<file path="config.mk">
export PLATFORM = sky130hd
export DESIGN_NAME = multicycle_ctrl
export DESIGN_NICKNAME = d
export VERILOG_FILES = /design/src/rtl/ctrl_pkg.sv /design/src/rtl/alu_decoder.sv /design/src/rtl/multicycle_ctrl.sv
export SDC_FILE = /design/constraint.sdc
export NUM_CORES = 1
export LEC_CHECK = 0
export BUFFER_PORTS_ARGS = -buffer_cell sky130_fd_sc_hd__buf_4
export CAP_MARGIN = 20
export CELL_PAD_IN_SITES_DETAIL_PLACEMENT = 1
export CELL_PAD_IN_SITES_GLOBAL_PLACEMENT = 1
export CORE_MARGIN = 2
export CORE_UTILIZATION = 28
export CTS_BUF_LIST = sky130_fd_sc_hd__clkbuf_8
export DETAILED_ROUTE_END_ITERATION = 6
export PLACE_DENSITY_LB_ADDON = 0.1
export REMOVE_ABC_BUFFERS = 1
export SYNTH_ARGS = -nofsm -noshare
export SYNTH_HDL_FRONTEND = slang
export SYNTH_SLANG_ARGS = --single-unit
</file>
<file path="constraint.sdc">
create_clock -name clk -period 3.35 [get_ports clk]
set_input_delay 0.67 -clock clk [delete_from_list [all_inputs] [get_ports clk]]
set_output_delay 0.67 -clock clk [all_outputs]
set_load 0.02 [all_outputs]
</file>
<file path="src/rtl/ctrl_pkg.sv">
// Shared types for the multi-cycle control unit: FSM states, opcode map,
// opcode classes and the encodings of the ALU/immediate/result selects.
package ctrl_pkg;

    typedef enum logic [2:0] {
        StFetch,
        StDecode,
        StExec,
        StBranch,
        StJump,
        StMem,
        StHalt
    } state_e;

    localparam logic [6:0] OpR      = 7'b0110011;
    localparam logic [6:0] OpIAlu   = 7'b0010011;
    localparam logic [6:0] OpLui    = 7'b0110111;
    localparam logic [6:0] OpLoad   = 7'b0000011;
    localparam logic [6:0] OpStore  = 7'b0100011;
    localparam logic [6:0] OpBranch = 7'b1100011;
    localparam logic [6:0] OpJal    = 7'b1101111;

    typedef enum logic [2:0] {
        ClsR,
        ClsIAlu,
        ClsLui,
        ClsLoad,
        ClsStore,
        ClsBranch,
        ClsJal,
        ClsBad
    } opclass_e;

    typedef enum logic [2:0] {
        AluAdd = 3'b000,
        AluSub = 3'b001,
        AluAnd = 3'b010,
        AluOr  = 3'b011,
        AluSlt = 3'b101
    } aluctrl_e;

    typedef enum logic [2:0] {
        ImmI = 3'b000,
        ImmS = 3'b001,
        ImmB = 3'b010,
        ImmU = 3'b011,
        ImmJ = 3'b100
    } immsrc_e;

    typedef enum logic [1:0] {
        ResAlu = 2'b00,
        ResMem = 2'b01,
        ResPc4 = 2'b10,
        ResImm = 2'b11
    } resultsrc_e;

    function automatic opclass_e classify(input logic [6:0] opcode);
        opclass_e cls;
        case (opcode)
            OpR:      cls = ClsR;
            OpIAlu:   cls = ClsIAlu;
            OpLui:    cls = ClsLui;
            OpLoad:   cls = ClsLoad;
            OpStore:  cls = ClsStore;
            OpBranch: cls = ClsBranch;
            OpJal:    cls = ClsJal;
            default:  cls = ClsBad;
        endcase
        return cls;
    endfunction

endpackage

</file>
<file path="src/rtl/alu_decoder.sv">
// Combinational ALU-control decode; also flags any funct3/funct7 combination
// that has no legal meaning for the instruction's opcode class.
module alu_decoder
    import ctrl_pkg::*;
(
    input  opclass_e   cls_i,
    input  logic [2:0] funct3_i,
    input  logic [6:0] funct7_i,
    output aluctrl_e   aluctrl_o,
    output logic       illegal_o
);

    always_comb begin
        aluctrl_o = AluAdd;
        illegal_o = 1'b0;
        case (cls_i)
            ClsR: begin
                case (funct3_i)
                    3'b000: begin
                        if (funct7_i == 7'b0100000) begin
                            aluctrl_o = AluSub;
                        end else if (funct7_i != 7'b0000000) begin
                            illegal_o = 1'b1;
                        end
                    end
                    3'b111: begin
                        aluctrl_o = AluAnd;
                        illegal_o = (funct7_i != 7'b0000000);
                    end
                    3'b110: begin
                        aluctrl_o = AluOr;
                        illegal_o = (funct7_i != 7'b0000000);
                    end
                    3'b010: begin
                        aluctrl_o = AluSlt;
                        illegal_o = (funct7_i != 7'b0000000);
                    end
                    default: illegal_o = 1'b1;
                endcase
            end
            ClsIAlu: begin
                case (funct3_i)
                    3'b000:  aluctrl_o = AluAdd;
                    3'b111:  aluctrl_o = AluAnd;
                    3'b110:  aluctrl_o = AluOr;
                    3'b010:  aluctrl_o = AluSlt;
                    default: illegal_o = 1'b1;
                endcase
            end
            // Only word-sized accesses are supported.
            ClsLoad, ClsStore: illegal_o = (funct3_i != 3'b010);
            ClsBranch: begin
                aluctrl_o = AluSub;
                illegal_o = (funct3_i[2:1] != 2'b00);
            end
            ClsLui, ClsJal: illegal_o = 1'b0;
            default: illegal_o = 1'b1;
        endcase
    end

endmodule

</file>
<file path="src/rtl/multicycle_ctrl.sv">
// Multi-cycle control FSM: fetch/decode/execute/memory sequencing with
// req/ready memory handshakes and a sticky illegal-instruction halt.
module multicycle_ctrl
    import ctrl_pkg::*;
#(
    parameter int unsigned I_WIDTH   = 32,
    parameter int unsigned ALUCTRL_W = 3
) (
    input  logic                 clk,
    input  logic                 rst_n,
    input  logic [I_WIDTH-1:0]   instr,
    input  logic                 eq,
    input  logic                 imem_ready,
    input  logic                 dmem_ready,
    output logic                 imem_req,
    output logic                 ir_we,
    output logic                 pc_we,
    output logic                 pcsrc,
    output logic                 alusrc,
    output logic [ALUCTRL_W-1:0] aluctrl,
    output logic [2:0]           immsrc,
    output logic                 regwrite,
    output logic [1:0]           resultsrc,
    output logic                 dmem_req,
    output logic                 dmem_we,
    output logic                 illegal
);

    state_e   state_q, state_d;
    logic     illegal_q, illegal_d;
    opclass_e cls;
    aluctrl_e dec_aluctrl;
    logic     dec_illegal;
    logic     unused_instr;

    assign cls          = classify(instr[6:0]);
    assign unused_instr = ^{instr[24:15], instr[11:7]};

    alu_decoder u_alu_decoder (
        .cls_i     (cls),
        .funct3_i  (instr[14:12]),
        .funct7_i  (instr[31:25]),
        .aluctrl_o (dec_aluctrl),
        .illegal_o (dec_illegal)
    );

    always_comb begin
        state_d   = state_q;
        illegal_d = illegal_q;
        case (state_q)
            StFetch: if (imem_ready) state_d = StDecode;
            StDecode: begin
                if (dec_illegal) begin
                    state_d   = StHalt;
                    illegal_d = 1'b1;
                end else begin
                    case (cls)
                        ClsR, ClsIAlu, ClsLui: state_d = StExec;
                        ClsLoad, ClsStore:     state_d = StMem;
                        ClsBranch:             state_d = StBranch;
                        ClsJal:                state_d = StJump;
                        default: begin
                            state_d   = StHalt;
                            illegal_d = 1'b1;
                        end
                    endcase
                end
            end
            StExec, StBranch, StJump: state_d = StFetch;
            StMem: if (dmem_ready) state_d = StFetch;
            StHalt: illegal_d = 1'b1;
            default: state_d = StFetch;
        endcase
    end

    always_ff @(posedge clk or negedge rst_n) begin
        if (!rst_n) begin
            state_q   <= StFetch;
            illegal_q <= 1'b0;
        end else begin
            state_q   <= state_d;
            illegal_q <= illegal_d;
        end
    end

    // Outputs are gated by rst_n so a reset mid-handshake drops requests at once.
    always_comb begin
        imem_req  = 1'b0;
        ir_we     = 1'b0;
        pc_we     = 1'b0;
        pcsrc     = 1'b0;
        alusrc    = 1'b0;
        aluctrl   = '0;
        immsrc    = ImmI;
        regwrite  = 1'b0;
        resultsrc = ResAlu;
        dmem_req  = 1'b0;
        dmem_we   = 1'b0;
        illegal   = illegal_q;
        if (rst_n) begin
            unique case (state_q)
                StFetch: begin
                    imem_req = 1'b1;
                    ir_we    = imem_ready;
                end
                StExec: begin
                    regwrite = 1'b1;
                    pc_we    = 1'b1;
                    if (cls == ClsLui) begin
                        immsrc    = ImmU;
                        resultsrc = ResImm;
                    end else begin
                        aluctrl = ALUCTRL_W'(dec_aluctrl);
                        alusrc  = (cls == ClsIAlu);
                    end
                end
                StMem: begin
                    aluctrl  = ALUCTRL_W'(dec_aluctrl);
                    alusrc   = 1'b1;
                    immsrc   = (cls == ClsStore) ? ImmS : ImmI;
                    dmem_req = 1'b1;
                    dmem_we  = (cls == ClsStore);
                    if (dmem_ready) begin
                        pc_we = 1'b1;
                        if (cls == ClsLoad) begin
                            regwrite  = 1'b1;
                            resultsrc = ResMem;
                        end
                    end
                end
                StBranch: begin
                    aluctrl = ALUCTRL_W'(dec_aluctrl);
                    immsrc  = ImmB;
                    pc_we   = 1'b1;
                    pcsrc   = instr[12] ? ~eq : eq;
                end
                StJump: begin
                    immsrc    = ImmJ;
                    regwrite  = 1'b1;
                    resultsrc = ResPc4;
                    pc_we     = 1'b1;
                    pcsrc     = 1'b1;
                end
                StDecode, StHalt: ;
                default: ;
            endcase
        end
    end

endmodule

</file>
======== Word-level counts from Yosys, hierarchy flattened ========
Index checks and enable logic that the tools add are counted.
word-level totals
  word-level logic and storage cells ...... 99
  register bits ........................... 4
  output and inout bits ................... 17
  bits of input ports ..................... 37
cells by class
  mux-type cells .......................... 51
  bitwise gates (word level) .............. 2
  equal/unequal tests ..................... 27
  reductions and logical operators ........ 17
operators with widths
  cell                                                                   count
  3-bit case mux with 4 select lines                                     4
  7-bit by 6-bit equality test with 1-bit output, second input constant  4
  1-bit 2-to-1 mux                                                       26
  3-bit equality test, second input constant                             8
  3-bit case mux with 7 select lines                                     1
  3-bit 2-to-1 mux                                                       6
  3-bit case mux with 3 select lines                                     2
  3-bit by 2-bit equality test with 1-bit output, second input constant  5
  7-bit equality test, second input constant                             2
  1-bit case mux with 2 select lines                                     6
  3-bit zero test                                                        3
  3-bit OR reduction                                                     3
  2-bit OR reduction                                                     4
  7-bit by 2-bit equality test with 1-bit output, second input constant  1
  7-bit by 5-bit equality test with 1-bit output, second input constant  1
  7-bit nonzero test                                                     1
  7-bit OR reduction                                                     1
  3-bit by 1-bit equality test with 1-bit output, second input constant  2
  2-bit 2-to-1 mux                                                       3
  2-bit case mux with 3 select lines                                     1
  3-bit case mux with 2 select lines                                     1
  1-bit case mux with 5 select lines                                     1
  2-bit inequality test, second input constant                           2
  2-bit nonzero test                                                     2
  6 further kinds                                                        7

======== Depth between registers and ports, before layout ========
Gate-level depths: netlist of run 1.
  word-level depth ........................ 7
  depth in mapped cells ................... 6
  gate-level depth less buffers ........... 5

======== Modules after synthesis ========
A second synthesis of run 1 with hierarchy kept.
second synthesis, totals
  cell total of the unflattened synthesis .. 109
  area total of the unflattened synthesis .. 777.0 um^2
by module, submodules not included
  module           area an instance (um^2)  cells an instance  seq. area each (um^2)  times used
  multicycle_ctrl  616.8                    86                 100.1                  1
  alu_decoder      160.2                    23                 0.0                    1

======== Worst setup path after synthesis of run 1 ========
Ideal clock, no wire load.
  path type ............................... input-to-output
  start point ............................. input instr[6]
  end point ............................... output aluctrl[2]
  setup slack ............................. 0.828 ns
  required time ........................... 2.680 ns
  cell stages on the path ................. 4
  path buffers ............................ 0
  arrival ................................. 1.852 ns
  cell sequence ........................... nand2b_1 -> nor4_2 -> o2111ai_1 -> nor3_1
between the ends
  word-level cells in the longest chain between the ends .. 7
  elaborated cells between the ends (all ways) .. 16
  those cells by class .................... eq/ne: 10; mux: 5; reduce/logical: 1
ends and longest elaborated chain
  item                                         RTL line                source
  start: declaration                           multicycle_ctrl.sv:11   input logic [I_WIDTH-1:0] instr,
  7-bit equality test (tied with other cells)  ctrl_pkg.sv:59          case (opcode)
  3-bit case mux with 7 select lines (*)       ctrl_pkg.sv:59
  3-bit equality test (tied with other cells)  alu_decoder.sv:16       case (cls_i)
  3-bit case mux with 3 select lines           alu_decoder.sv:16
  3-bit 2-to-1 mux                             multicycle_ctrl.sv:109  if (cls == ClsLui) begin
  3-bit case mux with 2 select lines (*)       multicycle_ctrl.sv:101  unique case (state_q)
  3-bit 2-to-1 mux (*)                         multicycle_ctrl.sv:100  if (rst_n) begin
  end: declaration                             multicycle_ctrl.sv:20   output logic [ALUCTRL_W-1:0] aluctrl,
Mark *: on every way between the ends. The rest lies on a longest branch, timed or not.

======== Final worst setup path of run 1 ========
  start point ............................. input instr[6]
  end point ............................... output aluctrl[0]
Same word-level chain as after synthesis.

==> results of run 1 <==
[logic make-up (layout without fill, tap and decap cells)]
logic type                after synthesis  after routing  share of synthesized area, %
and+or+nand+nor                        58             58                          45.8
buffers and inverters                   8             45                          5.37
DFF                                     4              4                          14.3
AOI/OAI and AO/OA                      34             34                          33.3
xor gates and xnor gates                1              1                          1.25
[cells in the final DEF, fill, tap and decap left out, types with 4 or more instances in the layout]
cell and n:
nor2_1 13, nand2_1 9, nor3_1 5, o21a_1 4, nor2b_1 6, dfrtp_1 4, o21ai_0 6, inv_1 4
buf_4 38, nand2b_1 6, nand3_1 4, a21oi_1 8
[state kept, by name, indices dropped and copies added, names as in the netlist]
name     count
illegal      1
state_q      3
[power by group through the flow]
stage	clock network, mW	registers [mW]	logic [mW]
after CTS	0.0995	0.112	0.308
after detailed placement	0	0.112	0.308
after global placement	0	0.112	0.304
after floorplan	0	0.0989	0.198
final	0.0969	0.112	0.304
after global routing	0.103	0.120	0.338
[path summary, 6_finish.rpt]
path                       cells past startpoint  slack [ns]                   start                      to
max reg2reg                                    4        2.04  state_q[0]$_DFFE_PN0P_  state_q[0]$_DFFE_PN0P_
min in group clk                               2        0.48     illegal$_DFFE_PN0P_     illegal$_DFFE_PN0P_
max in group asynchronous                      1        2.90                   rst_n  state_q[0]$_DFFE_PN0P_
min                                            1        0.29                   rst_n     illegal$_DFFE_PN0P_
max                                            7        0.56                instr[6]              aluctrl[0]
min reg2reg                                    2        0.48     illegal$_DFFE_PN0P_     illegal$_DFFE_PN0P_
[final cells by class]
| class | instances | area [um^2] |
|---|---|---|
| clock buffers | 3 | 41.3 |
| fillers | 338 | 1390 |
| inverters | 4 | 15.0 |
| multi-input cells | 93 | 562 |
| flip-flops and latches | 4 | 100 |
| well taps | 30 | 37.5 |
| repair buffers | 38 | 285 |
[layer usage]
metal	track usage (%)	vias to the layer above	wire (um)
met4	3.75	0	0
met5	0	-	0
met1	23.2	411	1070
met3	0.833	0	121
met2	28.9	21	1150
li1	-	464	-
[worst register-to-register path, stage by stage (launching register included)]
cell and delay, ns:
dfrtp_1 0.55, nand2_1 0.24, a21oi_1 0.17, nand3_1 0.11, o22ai_1 0.15
[stage by stage]
step / instance area (um^2) / std cells
floorplan: 677 / 101
global placement: 1000 / 169
detailed placement: 1000 / 169
CTS: 1040 / 172
global route: 1040 / 172
finish: 1040 / 172
==> reports/qor.csv, run 1 <==
metric,value,unit
grt_pass1_vias,812,
crit_type,in2out,
powerDensity,493,nW/um^2
crit_required,2.68,ns
whs,0.294,ns
cp_slowest_stage_delay,0.59,ns
cts_setup_buffers,0,
relSlewSlack,62.3,%
fmaxAchievable,0.358,GHz
cp-end-kind,output pin,
avgSynthCellArea,6.66,um^2
crit_slowest_cell,or4_1,
start_util,28.8,%
core,2430,um^2
worstPathArrival,2.12,ns
ioPinCount,54,
vdd_drop_max,0.366,mV
drt_iter0_drc,2,
drive_gt1_share,33.8,%
root_buffer,clkbuf_8,
dp_slack,0.558,ns
clock_sinks,4,
period_minus_slack,2.79,ns
grt_antenna_before_repair,0,
syn2layout_area_growth,48.8,%
synth.cell_area,699,um^2
clk_pin_slew,0.03,ns
ys_top_cells_by_area,"dfrtp_1, nor2_1, a21oi_1, nand2b_1, nor2b_1",
dr.pass1.iters,4,
finalCritPeriodShare,83.4,%
cp_top_family,simple AND/OR/NAND/NOR gates,
finalSetupTns,0,ns
dieArea,2910,um^2
ys_ff_latch,4,
yosysTopAreaCell,dfrtp_1,
synth_ff_type,dfrtp_1,
port_buffers,38,
fin_skew,0.00164,ns
drt-total-wl,2340,um
drv_slew,0,
grt_overflow,0,
yosysTopAreaCellShare,14.3,%
critPathMostFrequentCell,buf_4,
synth.most_common_cell,nor2_1,
via_per_inst,5.21,
power.share.clock,18.9,%
ant_nets,0,
hpwlAfterDp,1920,um
synth-seq-area-share,14.3,%
synthCells,105,
fin_nets,181,
die_y,54.0,um
min_path_type,in2async,
power.share.combinational,59.3,%
clockBufferDepth,2,
cts_tree,built,
path_max_fanout,8,
synthDistinctLibCells,37,
power,0.513,mW
grt.total_usage,16.9,%
run_status,completed,
grt_pass1_wl,3660,um
critPathBufInv,2,
synth_commonest_cells,"nor2_1, nand2_1, a21oi_1",
netSwitchingFraction,46.4,%
hold_viol,0,
cp-start-kind,input port,
grt_max_degree,16,
drc,0,
n_antenna_cell,0,
cap_violations,0,
final_util,42.8,%
vias,896,
p_seq_share,21.8,%
row_count,18,
gp_congestion,0.755,
finalSetupViolCount,0,
leakage,0.461,nW
die_x,54.0,um
synth_edf_count,0,
holdBufCountCts,0,
clk-insertion-delay-late,0.21,ns
p_switching,0.238,mW
post_cts_resized,0,
worst_pin_slew,0.561,ns
htreeDepth,1,
rsz0062_at_grt,false,
cts_buffers,3,
wl_per_cell,13.6,um
ys_warn_count,0,
path_cells,"buf_4, nand2b_1, or4_1, o21a_1, o21ai_1, a21oi_1, buf_4",
async_reset_ff_share,100,%
intPower,0.275,mW
postLayoutSetupSlackWorst,0.557,ns
(Power assumes the default switching activity.)
==> run 2: changes to the inputs <==
- CORE_UTILIZATION: 28 -> 23
- clock period: 3.35 -> 2.5 ns (I/O delays scaled with it)
==> run 2 against run 1 <==
- cell count is 4.1% higher
- clock skew is 0.00081 ns higher
- combinational power is 44% higher
- clock-buffer cell count stayed put
- critical endpoint unchanged
- largest power group unchanged
==> reports/qor.csv, run 2 (synthesized netlist as in run 1, its figures left out) <==
metric,value,unit
run_status,completed,
largest_reg_flops,3,
worstPathArrival,1.90,ns
gp_congestion,0.839,
grt_pass1_vias,911,
post_cts_resized,0,
multi_input_area,562,um^2
crit_required,2.00,ns
rsz0062_at_grt,false,
crit_type,in2out,
worst_pin_slew,0.467,ns
root_buffer,clkbuf_8,
port_buffers,38,
drt-total-wl,2460,um
start_util,23.5,%
fin_skew,0.00245,ns
path_cells,"buf_4, nand2b_1, or4_1, o21a_1, o21ai_1, a21oi_1, buf_4",
powerDensity,660,nW/um^2
clockBufferDepth,2,
grt_overflow,0,
die_y,59.1,um
grt_pass1_wl,4210,um
cp_top_family,simple AND/OR/NAND/NOR gates,
grt_max_degree,16,
cp_slowest_stage_delay,0.58,ns
die_x,59.1,um
via_per_inst,5.13,
cap_violations,0,
n_antenna_cell,0,
core,2980,um^2
drt_iter0_drc,15,
r2r_end,state_q[0]$_DFFE_PN0P_,
vias,919,
dieArea,3500,um^2
layout_commonest_cell,buf_4,
cts_setup_buffers,0,
crit_cells,7,
finalSetupTns,0,ns
r2r_slack,1.17,ns
path_max_fanout,8,
grt.total_usage,15.4,%
htreeDepth,1,
regMostFlops,state_q,
fillers,382,
holdBufCountCts,0,
clock_sinks,4,
crit_path_end,aluctrl[0],
finalSetupViolCount,0,
fin_nets,185,
drive_gt1_share,35.6,%
critPathMostFrequentCell,buf_4,
row_count,20,
wl_per_cell,13.7,um
cp-end-kind,output pin,
clk_pin_slew,0.03,ns
r2r_cells,4,
period_minus_slack,2.40,ns
min_path_type,in2async,
layout_common_cells,"buf_4, nor2_1, nand2_1",
seq_area,100,um^2
grt_antenna_before_repair,0,
ant_nets,0,
drc,0,
clk-insertion-delay-late,0.22,ns
vdd_drop_max,0.201,mV
syn2layout_area_growth,53.7,%
cp-start-kind,input port,
hold_viol,0,
finalCritPeriodShare,95.9,%
hpwlAfterDp,2050,um
critPathBufInv,2,
dr.pass1.iters,4,
relSlewSlack,68.4,%
fmaxAchievable,0.417,GHz
ioPinCount,54,
crit_path_start,instr[6],
cts_tree,built,
cts_buffers,3,
drv_slew,0,
rr_startpoint,state_q[0]$_DFFE_PN0P_,
final_util,36.1,%
leakage,0.482,nW
crit_slowest_cell,or4_1,
[run 2: cell count changes in the layout (fill, tap and decap cells not counted)]
cell   previous run  this run
buf_4            38        42
[run 2: worst reg2reg max path: stages (launching register included)]
cell	delay [ns]
dfrtp_1	0.57
nand2_1	0.23
a21oi_1	0.17
nand3_1	0.09
o22ai_1	0.17
[run 2: report_power, final]
group | total [mW] | internal, mW | switching [mW]
Clock | 0.134 | 0.102 | 0.0320
Sequential | 0.136 | 0.0883 | 0.0474
Combinational | 0.439 | 0.189 | 0.250
[run 2: worst min-delay path by stage]
stage	slack, ns	cells after the start	end	startpoint
final	0.11	1	illegal$_DFFE_PN0P_	rst_n
after global placement	0.34	1	state_q[1]$_DFFE_PN0P_	rst_n
after detailed placement	0.34	1	state_q[0]$_DFFE_PN0P_	rst_n
after floorplan	0.20	0	illegal$_DFFE_PN0P_	rst_n
after CTS	0.11	1	state_q[2]$_DFFE_PN0P_	rst_n
after global routing	0.12	1	state_q[2]$_DFFE_PN0P_	rst_n
[run 2: layer usage]
layer	wire, um	vias to the layer above	global-route usage (%)
met5	0	-	0
met4	7	0	3.90
met3	89	2	0.655
met2	1210	23	26.5
met1	1150	423	21.1
li1	-	471	-
[run 2: cell type report]
cell class	instances	area share (%)
Sequential cell	4	9.31
Inverter	4	1.40
Clock buffer	3	3.84
Timing Repair Buffer	42	29.3
Multi-Input combinational cell	93	52.3
Tap cell	33	3.84
[run 2: metrics by stage]
stage               hold WS (ns)  power [mW]  cell area, um^2  setup WS (ns)  std cells
finish                     0.115       0.709             1070          0.101        179
floorplan                  0.204       0.398              677          0.318        101
global route               0.117       0.781             1070         0.0508        179
global placement           0.340       0.577             1030          0.103        176
detailed placement         0.341       0.582             1030          0.107        176
CTS                        0.110       0.723             1070          0.101        179
==> run 3: changes to the inputs <==
- CORE_UTILIZATION: 23 -> 22
- CTS_BUF_LIST: sky130_fd_sc_hd__clkbuf_8 -> default
==> run 3 against run 2 <==
- non-clock buffer count unchanged
- clock-buffer cell count stayed put
- first-iteration DRC count grew to 3.0 times the previous value
- power is 7.5% lower
- critical path depth unchanged
- clock skew decreased by 0.0024 ns
- die area increased by 4.2%
- via count up 1.8%
- global-route usage is 0.44 points lower
- clock power decreased by 41%
- sequential share of layout area hardly changed
- largest power group unchanged
==> reports/qor.csv, run 3 (synthesized netlist as in run 1, its figures left out) <==
metric,value,unit
run_status,completed,
post_cts_resized,0,
die_x,60.4,um
rsz0062_at_grt,false,
drt_iter0_drc,45,
worst_pin_slew,0.461,ns
die_y,60.4,um
path_max_fanout,8,
r2r_cells,6,
syn2layout_area_growth,53.0,%
grt_antenna_before_repair,0,
finalCritPeriodShare,95.9,%
ant_nets,0,
grt.total_usage,15.0,%
drt-total-wl,2500,um
cts_buffers,3,
leakage,0.474,nW
cp-start-kind,input port,
hpwlAfterDp,2040,um
root_buffer,clkbuf_4,
min_path_type,in2async,
cp_top_family,simple AND/OR/NAND/NOR gates,
via_per_inst,4.93,
cap_violations,0,
finalSetupTns,0,ns
vdd_drop_max,0.209,mV
wl_per_cell,13.1,um
period_minus_slack,2.40,ns
htreeDepth,1,
grt_pass1_wl,4250,um
crit_required,2.00,ns
drive_gt1_share,35.6,%
dieArea,3650,um^2
power,0.656,mW
drc,0,
layout_commonest_cell,buf_4,
critPathMostFrequentCell,buf_4,
final_util,35.3,%
critPathBufInv,2,
dr.pass1.iters,4,
grt_max_degree,16,
regMostFlops,state_q,
path_cells,"buf_4, nand2b_1, or4_1, o21a_1, o21ai_1, a21oi_1, buf_4",
cts_tree,built,
relSlewSlack,68.8,%
r2r_end,state_q[0]$_DFFE_PN0P_,
clock_sinks,4,
grt_pass1_vias,956,
port_buffers,38,
instances_no_fill,190,
finalSetupViolCount,0,
fin_skew,0.0000494,ns
vias,936,
rr_startpoint,state_q[2]$_DFFE_PN0P_,
core,3030,um^2
crit_path_start,instr[6],
start_util,23.1,%
cp_slowest_stage_delay,0.57,ns
fin_nets,185,
crit_path_end,aluctrl[0],
n_antenna_cell,0,
clk_pin_slew,0.04,ns
clk-insertion-delay-late,0.23,ns
clockBufferDepth,2,
crit_slowest_cell,or4_1,
worstPathArrival,1.90,ns
powerDensity,613,nW/um^2
row_count,20,
ioPinCount,54,
fillers,405,
holdBufCountCts,0,
cts_setup_buffers,0,
gp_congestion,0.776,
hold_viol,0,
crit_type,in2out,
layout_common_cells,"buf_4, nor2_1, nand2_1",
drv_slew,0,
crit_cells,7,
r2r_slack,1.11,ns
place_inst,187,
grt_overflow,0,
cp-end-kind,output pin,
largest_reg_flops,3,
fmaxAchievable,0.417,GHz
[run 3: per-layer routing]
| metal | part of all wire, % | track usage [%] | vias to the layer above |
|---|---|---|---|
| met5 | 0 | 0 | - |
| met4 | 0 | 0.317 | 0 |
| met3 | 5.1 | 2.99 | 0 |
| met2 | 49 | 26.7 | 27 |
| met1 | 46 | 19.8 | 434 |
| li1 | - | - | 475 |
[run 3: worst reg2reg max path, stage by stage, from the launching register on]
cell	delay [ns]
dfrtp_1	0.44
buf_4	0.19
nor2_1	0.10
nand2_1	0.16
a21oi_1	0.17
nand3_1	0.09
o22ai_1	0.16
[run 3: worst min-delay path by stage]
| stage | slack [ns] | depth (start not counted) | endpoint |
|---|---|---|---|
| after detailed placement | 0.34 | 1 | state_q[1]$_DFFE_PN0P_ |
| after floorplan | 0.20 | 0 | illegal$_DFFE_PN0P_ |
| after global placement | 0.34 | 1 | state_q[1]$_DFFE_PN0P_ |
| after CTS | 0.09 | 1 | state_q[2]$_DFFE_PN0P_ |
| final | 0.1 | 1 | state_q[0]$_DFFE_PN0P_ |
| after global routing | 0.09 | 1 | state_q[2]$_DFFE_PN0P_ |
[run 3: power by group]
part           internal (mW)  switching [mW]
Sequential            0.0882          0.0547
Combinational          0.188           0.246
Clock                 0.0537          0.0258
[run 3: area by class of cell]
cell class / instances / area (um^2) / area share [%]
multi-input combinational: 93 / 562 / 52.5
inverter: 4 / 15.0 / 1.40
timing repair buffer: 42 / 315 / 29.5
sequential: 4 / 100 / 9.36
tap: 44 / 55.1 / 5.15
clock buffer: 3 / 22.5 / 2.11
[run 3: through the flow]
step	area (um^2)	hold WS, ns	setup slack, ns
after floorplan	677	0.204	0.318
after global placement	1050	0.341	0.100
after detailed placement	1050	0.343	0.0947
after CTS	1070	0.0898	0.0847
after global routing	1070	0.0940	0.00839
final	1070	0.0985	0.102
